$ cat config.mk
export PLATFORM = sky130hd
export DESIGN_NAME = spi_slave_tx_flat
export DESIGN_NICKNAME = d
export VERILOG_FILES = /design/src/rtl/spi_slave_tx_if.sv /design/src/rtl/spi_slave_tx.sv /design/src/flat_wrapper.sv
export SDC_FILE = /design/constraint.sdc
export NUM_CORES = 1
export LEC_CHECK = 0
export CORE_UTILIZATION = 56
export CTS_CLUSTER_SIZE = 25
export DETAILED_ROUTE_END_ITERATION = 16
export PLACE_DENSITY = 0.89
export SYNTH_ARGS = -nofsm -noshare
export SYNTH_HDL_FRONTEND = slang
export SYNTH_SLANG_ARGS = --single-unit
$ cat constraint.sdc
create_clock -name clk -period 2.57 [get_ports clk]
set_input_delay 0.771 -clock clk [delete_from_list [all_inputs] [get_ports clk]]
set_output_delay 0.771 -clock clk [all_outputs]
set_load 0.02 [all_outputs]
$ cat src/rtl/spi_slave_tx_if.sv
// spi_slave_tx_if: SPI pins plus transmit-word handshake and status pulses
interface spi_slave_tx_if #(parameter int DATA_W = 12);
  logic              sclk_n;
  logic              cs_n;
  logic              from_device;
  logic [DATA_W-1:0] tx_data;
  logic              tx_valid;
  logic              tx_ready;
  logic              busy;
  logic              frame_done;
  logic              underrun;
  logic              abort;
  modport slave (
    input  sclk_n, cs_n, tx_data, tx_valid,
    output from_device, tx_ready, busy, frame_done, underrun, abort
  );
  modport master (
    output sclk_n, cs_n, tx_data, tx_valid,
    input  from_device, tx_ready, busy, frame_done, underrun, abort
  );
endinterface

$ cat src/rtl/spi_slave_tx.sv
// spi_slave_tx: SPI slave transmitter, one-word holding register, MSB-first shifter
module spi_slave_tx #(
  parameter int DATA_W      = 12,
  parameter int SYNC_STAGES = 2
) (
  input logic          clk,
  input logic          rst,
  spi_slave_tx_if.slave bus
);
  localparam int CW = $clog2(DATA_W + 1);
  typedef enum logic [1:0] {IDLE, SHIFT, TAIL} state_t;
  state_t            state, state_n;
  logic [SYNC_STAGES-1:0] sclk_sync, cs_sync;
  logic              sclk_q, cs_q;
  logic              sclk_rise, cs_fall, cs_rise;
  logic [DATA_W-1:0] hold, last_sent, last_n, shifter, shifter_n;
  logic              full, full_n, wr, start;
  logic [CW-1:0]     cnt, cnt_n;
  logic              dout, dout_n, done, done_n, under, under_n, abrt, abrt_n;
  assign sclk_rise = sclk_sync[SYNC_STAGES-1] & ~sclk_q;
  assign cs_fall   = ~cs_sync[SYNC_STAGES-1] & cs_q;
  assign cs_rise   = cs_sync[SYNC_STAGES-1] & ~cs_q;
  assign wr        = bus.tx_valid & ~full;
  assign start     = (state == IDLE) & cs_fall;
  assign full_n    = wr | (full & ~start);
  // Pin synchronizers followed by one edge-detect flop per pin
  always_ff @(posedge clk or posedge rst) begin
    if (rst) begin
      sclk_sync <= '1;
      cs_sync   <= '1;
      sclk_q    <= 1'b1;
      cs_q      <= 1'b1;
    end else begin
      sclk_sync <= (sclk_sync << 1) | SYNC_STAGES'(bus.sclk_n);
      cs_sync   <= (cs_sync << 1) | SYNC_STAGES'(bus.cs_n);
      sclk_q    <= sclk_sync[SYNC_STAGES-1];
      cs_q      <= cs_sync[SYNC_STAGES-1];
    end
  end
  // Holding register; a write in the frame-start cycle stays held for the next frame
  always_ff @(posedge clk or posedge rst) begin
    if (rst) begin
      hold <= '0;
      full <= 1'b0;
    end else begin
      hold <= wr ? bus.tx_data : hold;
      full <= full_n;
    end
  end
  // Frame state and datapath register
  always_ff @(posedge clk or posedge rst) begin
    if (rst) begin
      state     <= IDLE;
      shifter   <= '0;
      last_sent <= '0;
      cnt       <= '0;
      dout      <= 1'b0;
      done      <= 1'b0;
      under     <= 1'b0;
      abrt      <= 1'b0;
    end else begin
      state     <= state_n;
      shifter   <= shifter_n;
      last_sent <= last_n;
      cnt       <= cnt_n;
      dout      <= dout_n;
      done      <= done_n;
      under     <= under_n;
      abrt      <= abrt_n;
    end
  end
  // Next-state: load on cs_n fall, shift on sclk_n rise, finish or abort on cs_n rise
  always_comb begin
    state_n   = state;
    shifter_n = shifter;
    last_n    = last_sent;
    cnt_n     = cnt;
    dout_n    = dout;
    done_n    = 1'b0;
    under_n   = 1'b0;
    abrt_n    = 1'b0;
    case (state)
      IDLE: if (cs_fall) begin
        shifter_n = full ? hold : last_sent;
        last_n    = shifter_n;
        under_n   = ~full;
        dout_n    = shifter_n[DATA_W-1];
        cnt_n     = '0;
        state_n   = SHIFT;
      end
      SHIFT: if (cs_rise) begin
        abrt_n  = 1'b1;
        dout_n  = 1'b0;
        state_n = IDLE;
      end else if (sclk_rise) begin
        cnt_n = cnt + 1'b1;
        if (cnt_n == CW'(DATA_W)) begin
          dout_n  = 1'b0;
          state_n = TAIL;
        end else begin
          shifter_n = shifter << 1;
          dout_n    = shifter_n[DATA_W-1];
        end
      end
      TAIL: if (cs_rise) begin
        done_n  = 1'b1;
        state_n = IDLE;
      end
      default: state_n = IDLE;
    endcase
  end
  assign bus.from_device = dout;
  assign bus.tx_ready    = ~full;
  assign bus.busy        = state != IDLE;
  assign bus.frame_done  = done;
  assign bus.underrun    = under;
  assign bus.abort       = abrt;
endmodule

$ cat src/flat_wrapper.sv
// flat-port wrapper written by rule: the top's interface ports become plain ports
module spi_slave_tx_flat 
#(
  parameter int DATA_W      = 12,
  parameter int SYNC_STAGES = 2
)
  (clk, rst, bus_sclk_n, bus_cs_n, bus_tx_data, bus_tx_valid, bus_from_device, bus_tx_ready, bus_busy, bus_frame_done, bus_underrun, bus_abort);
  spi_slave_tx_if #(.DATA_W(DATA_W)) bus_i ();
  input logic clk;
  input logic rst;
  input wire logic [$bits(bus_i.sclk_n)-1:0] bus_sclk_n;
  input wire logic [$bits(bus_i.cs_n)-1:0] bus_cs_n;
  input wire logic [$bits(bus_i.tx_data)-1:0] bus_tx_data;
  input wire logic [$bits(bus_i.tx_valid)-1:0] bus_tx_valid;
  output wire logic [$bits(bus_i.from_device)-1:0] bus_from_device;
  output wire logic [$bits(bus_i.tx_ready)-1:0] bus_tx_ready;
  output wire logic [$bits(bus_i.busy)-1:0] bus_busy;
  output wire logic [$bits(bus_i.frame_done)-1:0] bus_frame_done;
  output wire logic [$bits(bus_i.underrun)-1:0] bus_underrun;
  output wire logic [$bits(bus_i.abort)-1:0] bus_abort;
  assign bus_i.sclk_n = bus_sclk_n;
  assign bus_i.cs_n = bus_cs_n;
  assign bus_i.tx_data = bus_tx_data;
  assign bus_i.tx_valid = bus_tx_valid;
  assign bus_from_device = bus_i.from_device;
  assign bus_tx_ready = bus_i.tx_ready;
  assign bus_busy = bus_i.busy;
  assign bus_frame_done = bus_i.frame_done;
  assign bus_underrun = bus_i.underrun;
  assign bus_abort = bus_i.abort;
  spi_slave_tx #(.DATA_W(DATA_W), .SYNC_STAGES(SYNC_STAGES)) u_core (.clk(clk), .rst(rst), .bus(bus_i));
endmodule
==> qor.yml <==
io_buffer_count: 22
cts_root_buf: "clkbuf_8"
worst_hold_slack_ns: 0.360
vias: 1387
ys_async_sr_fraction: 1.00
p_leak_nw: 1.25
core_area_um2: 4030
critPathKind: "reg2out"
hp-class: "reg2reg"
grt_max_degree: 32
slowest_delay_ns: 0.53
syn-mean-instance-area_um2: 13.0
place.gp.congestion: 0.802
ys_seq_area_frac: 0.550
ys_seq_elements: 52
rsz0062_at_grt: "no"
total_power_mw: 2.81
path_cells: "or2_4 > clkdlybuf4s50_1"
finalCritPeriodShare: 0.910
crit_slowest_cell: "clkdlybuf4s50_1"
drv_slew: 0
routed_wl_um: 4030
cts_made_buffers: 5
vias_per_cell: 5.33
max-slew-margin-rel: 0.683
cts_setup_buffers: 0
power_density_nw_per_um2: 1020
synth.area.top_cells: "dfrtp_1 (48%), mux2_4 (12%), mux2_2 (7.1%)"
synth_top_flop_cell: "dfrtp_1"
end_kind: "primary output"
grt_overflow: 0
path_buf_inv: 1
hold_violations: 0
cts_hold_buffers: 0
cts_tree: "yes"
nNetsFinal: 228
row_count: 23
drc: 0
antenna_cells: 0
worstMarginPinSlew_ns: 0.475
syn2layout_area_growth_pct: 15.5
die_y_um: 67.2
fmax_mhz: 428
insertion_delay_ns: 0.30
die_area_um2: 4510
wire_per_inst_um: 15.5
arrival_ns: 1.57
finalCriticalPeriod_ns: 2.34
synth_edf_count: 0
grtUsageTotal: 0.213
grt_pass1_vias: 1398
clkTransAtPathRegs_ns: 0.09
htree_levels: 2
hpwlAfterDp_um: 2820
syn_area_um2: 2380
clk_path_buf_depth: 2
worstSetupStartpointType: "flop"
finalSetupViolations: 0
synth_cell_types: 36
cts_sinks: 52
path_max_fanout: 7
synthCells: 183
syn-num-nets: 202
outcome: "complete, no violations"
fin_setup_tns_ns: 0
ios: 23
cts-resized-gates: 0
cap_violations: 0
crit_family: "buffers and inverters"
yosysTopAreaCell: "dfrtp_1"
irDropWorstVdd_v: 0.000568
chipWidth_um: 67.2
required_ns: 1.80
ys_warn_count: 0
ant_nets: 0
grt_pass1_wl_um: 6820
first_pass_iters: 4
finClkSkew_ns: 0.0110
first_iter_violations: 39
antenna_found_initial: 0
final_layout_size_suffix_gt1_frac: 0.276
start_util: 0.591
netlist.area_leader.share: 0.484
## layout by cell type, fill, tap and decap left out, types with 2 or more instances in the layout
cell	Yosys	layout
a21oi_1	3	3
ha_1	2	2
clkbuf_8	0	7
buf_4	1	3
dfrtp_1	46	46
nand2_1	16	16
inv_1	5	4
nor2b_1	2	2
nand2b_1	5	5
nand3_1	3	3
nor2_1	6	6
and2b_1	2	2
clkdlybuf4s50_1	0	22
mux2_4	19	19
dfstp_2	6	6
mux2_2	15	15
mux2i_1	12	12
a21o_1	2	2
o21ai_0	17	17
## worst reg2reg max path, stage by stage, from the launching register on
cell      delay [ns]
dfstp_2         0.54
nand2b_1        0.23
nand3_1         0.10
a21o_1          0.24
o21ba_4         0.39
mux2_2          0.36
## sequential cells by signal, summed over array words and instances (netlist names), 2 cells and up
signal            count
u_core.cnt            4
u_core.state          2
u_core.sclk_sync      2
u_core.last_sent     12
u_core.shifter       11
u_core.hold          12
u_core.cs_sync        2
## kinds of logic after synthesis
family,after synthesis,share of synthesized area
flip-flops,52,0.550
multiplexers,46,0.241
AND/OR/NAND/NOR,41,0.0878
AO/OA/AOI/OAI,28,0.0731
buffers and inverters,13,0.0336
adder cells (fa/ha/maj),2,0.0105
XOR/XNOR,1,0.00368
## path summary, 6_finish.rpt
check	start	endpoint	slack, ns	cells after the start
max	u_core.state[1]	bus_busy	0.23	2
max in group asynchronous	rst	u_core.cs_sync[0]	1.17	3
min reg2reg	u_core.sclk_sync[0]	u_core.sclk_sync[1]	0.36	0
min	u_core.sclk_sync[0]	u_core.sclk_sync[1]	0.36	0
min in group asynchronous	rst	u_core.hold[6]	0.80	2
max reg2reg	u_core.cs_q	u_core.shifter[6]	0.61	5
## routing by layer
metal  part of all wire  up-vias  wire length [um]  global-route usage
li1                   -      681                 -                   -
met1               0.46      670              1850               0.293
met2               0.50       30              2000               0.329
met3              0.030        6               121              0.0507
met4              0.012        0                49              0.0798
met5                  0        -                 0                   0
## power by group
part,switching [mW],internal [mW]
combinational,0.389,0.586
sequential,0.210,1.14
clock,0.241,0.246
total,0.840,1.97
## layout make-up
cell class,count,area (um^2)
Sequential cell,52,1310
Fill cell,299,1280
Multi-Input combinational cell,118,991
Timing Repair Buffer,26,263
Clock buffer,8,100
Tap cell,50,62.6
Inverter,6,22.5
## per-stage QoR
stage | worst slack, ns | utilization | cells | area, um^2
finish | 0.232 | 0.682 | 260 | 2750
global route | 0.193 | 0.682 | 260 | 2750
CTS | 0.234 | 0.682 | 260 | 2750
detailed placement | 0.520 | 0.657 | 252 | 2650
global placement | 0.541 | 0.657 | 252 | 2650
floorplan | 0.551 | - | 183 | 2380
## cell usage after synthesis (2+ instances only)
cell type  number
a21o_1          2
a21oi_1         3
and2b_1         2
buf_2           3
dfrtp_1        46
dfstp_2         6
ha_1            2
inv_1           5
mux2_2         15
mux2_4         19
mux2i_1        12
nand2_1        16
nand2b_1        5
nand3_1         3
nor2_1          6
nor2b_1         2
o21ai_0        17
No activity file was read; power rests on OpenSTA's default activity.
==> RTL edit 1: new RTL, same settings <==
`SYNC_STAGES` is set to 2 in 2 places; all go to 1.
--- a/src/rtl/spi_slave_tx.sv
+++ b/src/rtl/spi_slave_tx.sv
@@ -3,3 +3,3 @@
   parameter int DATA_W      = 12,
-  parameter int SYNC_STAGES = 2
+  parameter int SYNC_STAGES = 1
 ) (
--- a/src/flat_wrapper.sv
+++ b/src/flat_wrapper.sv
@@ -4,3 +4,3 @@
   parameter int DATA_W      = 12,
-  parameter int SYNC_STAGES = 2
+  parameter int SYNC_STAGES = 1
 )
Behaviour: not the same (Yosys sat finds a counterexample within 4 cycles, from zero or initial values and one cycle with rst high).
==> RTL edit 1 against the original RTL <==
Utilization grew 2.0 points. Worst setup slack lost 0.047 ns. Power is 0.35% higher. Area after synthesis shrank 5.3%. Routed wire length is 0.40% lower. Final area down 3.6%. Sequential cell count shrank 2. Count of clock-buffer cells in the layout fell by 2. Critical path type unchanged. Highest routed layer unchanged.
==> RTL edit 1: results (changes against the original RTL) <==
- Outcome: completed (unchanged)
- Clock Tree Buf Depth: 2 (unchanged)
- Final Non-Filler Cells: 248 (was 260)
- WP data arrival: 1.61 ns (was 1.57 ns)
- First-pass GRT wire length: 7038 um (was 6817 um)
- Int Power: 0.001965 W (was 0.001967 W)
- Fill cells: 251 (was 299)
- Pin count of the biggest net entering global routing: 22 (was 32)
- Worst Skew: 0.004070 ns (was 0.01103 ns)
- Aggregate global-route resource usage: 22.13% (was 21.31%)
- Critical R2R Launch: u_core.cnt[0] (was u_core.cs_q)
- Post-DP HPWL: 2879 um (was 2816 um)
- Synth Area in XOR/XNOR: 0% (was 0.3680%)
- Vias in the first global route: 1519 (was 1398)
- Reg2Reg Depth: 6 (was 5)
- Synth Area in Compound Gates: 11.27% (was 7.308%)
- Fin nets: 218 (was 228)
- Vias/cell: 5.714 (was 5.335)
- Lkg Pwr: 1.173 nW (was 1.247 nW)
- Placed Instances: 240 (was 252)
- Worst r2r dst: u_core.shifter[9] (was u_core.shifter[6])
- Wirelength, routed: 4010 um (was 4026 um)
- VDD IR max: 0.6413 mV (was 0.5680 mV)
- DP Area: 0.002537 sq mm (was 0.002648 sq mm)
- Synth top area cells: dfrtp_1 (51%), mux2_4 (6.7%), mux2_2 (6.5%) (was dfrtp_1 (48%), mux2_4 (12%), mux2_2 (7.1%))
- Post-synth top cells: dfrtp_1 (46), mux2_2 (13), mux2i_1 (13), nand2_1 (13) (was dfrtp_1 (46), mux2_4 (19), o21ai_0 (17), nand2_1 (16), mux2_2 (15))
- Initial DRC Count: 72 (was 39)
- P_clk: 0.000537 W (was 0.000487 W)
- Post-Synthesis Net Count: 189 (was 202)
- Fraction of layout cells with a size suffix above 1: 30.00% (was 27.62%)
- Adder-cell share of the synthesized area: 1.110% (was 1.052%)
- Synth cell types: 37 (was 36)
- Syn_area_per_cell: 13.26 sq um (was 13.00 sq um)
- Worst skew pair latency: 0.30 ns (about the same)
- Multiplexer share of the synthesized area: 18.92% (was 24.13%)
- Crit path largest cell delay: roughly 0.54 ns
- RD Place Congestion: 0.7361 (was 0.8015)
- Period utilisation layout: 92.82% (was 90.97%)
- Register area share after synthesis: 55.72% (was 54.99%)
- FF-to-FF setup slack: 0.57 ns (was 0.61 ns)
- Part of the power in registers: 48.4% (was 47.9%)
## RTL edit 1: cell count changes in the layout (fill, tap and decap cells not counted), sizes merged, moves of 3 or more
cell / unedited run / this run
o21ai: 18 / 4
o221a: 0 / 10
nor2b: 2 / 5
mux2: 34 / 23
## RTL edit 1: layout make-up
class	count	area (sq um)	share of cell area [%]
sequential	50	1256	47.45
timing repair buffer	28	265.3	10.02
clock buffer	6	72.57	2.741
multi-input combinational	109	937.1	35.40
clock inverter	2	37.54	1.418
tap	48	60.06	2.268
inverter	5	18.77	0.7089
## RTL edit 1: metrics by stage
stage	setup slack [ns]	hold WS, ns	power, W	utilization, %
2_1_floorplan	0.6044	0.3582	0.002032	-
3_3_place_gp	0.5318	0.3632	0.002218	67.29
3_5_place_dp	0.4972	0.3689	0.002296	67.29
4_1_cts	0.1805	0.3820	0.002835	70.21
5_1_grt	0.1290	0.3864	0.002991	70.21
6_report	0.1846	0.3792	0.002817	70.21
## RTL edit 1: routing by layer
metal | share of wire [%] | global-route usage (%) | vias up
met3 | 2.5 | 4.688 | 6
li1 | - | - | 664
met1 | 45 | 28.97 | 728
met2 | 51 | 36.60 | 19
met5 | 0 | 0 | -
met4 | 1.1 | 7.337 | 0
## RTL edit 1: worst min-delay path by stage
stage | start | endpoint | slack [ns] | cells after the start
after CTS | u_core.sclk_sync | u_core.sclk_q | 0.38 | 0
after floorplan | u_core.sclk_sync | u_core.sclk_q | 0.36 | 0
after global placement | u_core.sclk_sync | u_core.sclk_q | 0.36 | 0
final | u_core.sclk_sync | u_core.sclk_q | 0.38 | 0
after detailed placement | u_core.sclk_sync | u_core.sclk_q | 0.37 | 0
after global routing | u_core.sclk_sync | u_core.sclk_q | 0.39 | 0
==> RTL edit 2: new RTL, same settings <==
Without the edit above. Make the reset (`rst`) synchronous in 3 clocked blocks.
--- a/src/rtl/spi_slave_tx.sv
+++ b/src/rtl/spi_slave_tx.sv
@@ -26,3 +26,3 @@
   // Pin synchronizers followed by one edge-detect flop per pin
-  always_ff @(posedge clk or posedge rst) begin
+  always_ff @(posedge clk) begin
     if (rst) begin
@@ -40,3 +40,3 @@
   // Holding register; a write in the frame-start cycle stays held for the next frame
-  always_ff @(posedge clk or posedge rst) begin
+  always_ff @(posedge clk) begin
     if (rst) begin
@@ -50,3 +50,3 @@
   // Frame state and datapath register
-  always_ff @(posedge clk or posedge rst) begin
+  always_ff @(posedge clk) begin
     if (rst) begin
Check against the original RTL: differs if rst is asserted again (counterexample within 4 cycles, from zero or initial values and one cycle with rst high); with rst held inactive, the same outputs for 10 cycles.
==> RTL edit 2 against the original RTL <==
Area after synthesis is 5.8% lower. Final area down 5.2%. Routed wire length is 7.3% higher. Sequential cell count did not move. Worst setup slack worse by 0.12 ns. Synthesized cell count increased by 43%. Die area shrank 5.6%. Critical path depth grew 1. Highest routed layer unchanged.
Power is not compared: it rests on default switching activity, and its combinational part moved more than twofold at a synthesized area within 25%.
==> RTL edit 2: results (changes against the original RTL) <==
- Placed Instances: 321 (was 252)
- Worst path slowest cell: clkdlybuf4s50_1 (unchanged)
- Aggregate global-route resource usage: 23.61% (was 21.31%)
- Int Power: 0.001201 W
- Worst Skew: 0.007546 ns (was 0.01103 ns)
- FF-to-FF setup slack: 0.54 ns (was 0.61 ns)
- Outcome: completed (unchanged)
- Crit path largest cell delay: 0.60 ns (was 0.53 ns)
- Rel. slew slack: 61.66% (was 68.31%)
- Worst r2r dst: u_core.shifter[1] (was u_core.shifter[6])
- Register area share after synthesis: 46.43% (was 54.99%)
- RD Place Congestion: 0.8243 (was 0.8015)
- Adder-cell share of the synthesized area: 1.116% (was 1.052%)
- Fill cells: 309 (was 299)
- Worst hold slack: 0.4161 ns (was 0.3601 ns)
- Synth Area in Compound Gates: 16.63% (was 7.308%)
- FFs w/ async S/R, synth: 0% (was 100.0%)
- Post-DP HPWL: 2932 um (was 2816 um)
- Synth cell types: 39 (was 36)
- Dpl ws: 0.4308 ns (was 0.5204 ns)
- Critical R2R Launch: u_core.cnt[0] (was u_core.cs_q)
- Crit path from: u_core.state[1] (unchanged)
- First-pass GRT wire length: 7755 um (was 6817 um)
- DP Area: 0.002492 sq mm (was 0.002648 sq mm)
- Reg2Reg Depth: 6 (was 5)
- Fraction of layout cells with a size suffix above 1: 11.03% (was 27.62%)
- WHS Endpoint: u_core.sclk_sync[1] (unchanged)
- Initial DRC Count: 57 (was 39)
- Hold path start: u_core.sclk_sync[0] (unchanged)
- Multiplexer share of the synthesized area: 6.306% (was 24.13%)
- Synth top area cells: dfxtp_1 (46%), nand2_1 (6.5%), a21oi_1 (6.0%) (was dfrtp_1 (48%), mux2_4 (12%), mux2_2 (7.1%))
- Wirelength, routed: 4321 um (was 4026 um)
- Fin nets: 299 (was 228)
- Synth Area in XOR/XNOR: 0.7813% (was 0.3680%)
- Total number of vias: 1864 (was 1387)
- Total Power: 0.001585 W
- Vias in the first global route: 1761 (was 1398)
- Crit Path Max Fanout: 10 (was 7)
- Post-Synthesis Net Count: 280 (was 202)
- Hold path depth: 1 (was 0)
- WL per Instance: 13.13 um (was 15.48 um)
- Pin count of the biggest net entering global routing: 26 (was 32)
- Post-synth top cells: dfxtp_1 (52), nand2_1 (39), nor2_1 (29), a21oi_1 (27), o21ai_0 (15) (was dfrtp_1 (46), mux2_4 (19), o21ai_0 (17), nand2_1 (16), mux2_2 (15))
- Fin crit period: 2.457 ns (was 2.338 ns)
## RTL edit 2: cell count changes in the layout (fill, tap and decap cells not counted), moves of 19 or more
cell,unedited run,this run
nor2_1,6,29
mux2_4,19,0
dfrtp_1,46,0
nand2_1,16,39
dfxtp_1,0,51
a21oi_1,3,27
## RTL edit 2: final cells by class
| type | count | area (sq um) | share of cell area, % |
|---|---|---|---|
| inverter | 5 | 18.77 | 0.7205 |
| clock buffer | 5 | 68.82 | 2.642 |
| sequential | 52 | 1042 | 40.01 |
| clock inverter | 3 | 42.54 | 1.633 |
| tap | 48 | 60.06 | 2.305 |
| multi-input combinational | 186 | 1092 | 41.93 |
| timing repair buffer | 30 | 280.3 | 10.76 |
## RTL edit 2: metal layers
layer	routed length [um]	up-vias	track usage (%)
met4	60	0	9.783
li1	-	948	-
met2	1992	42	37.89
met1	2096	868	29.87
met3	172	6	6.250
met5	0	-	0
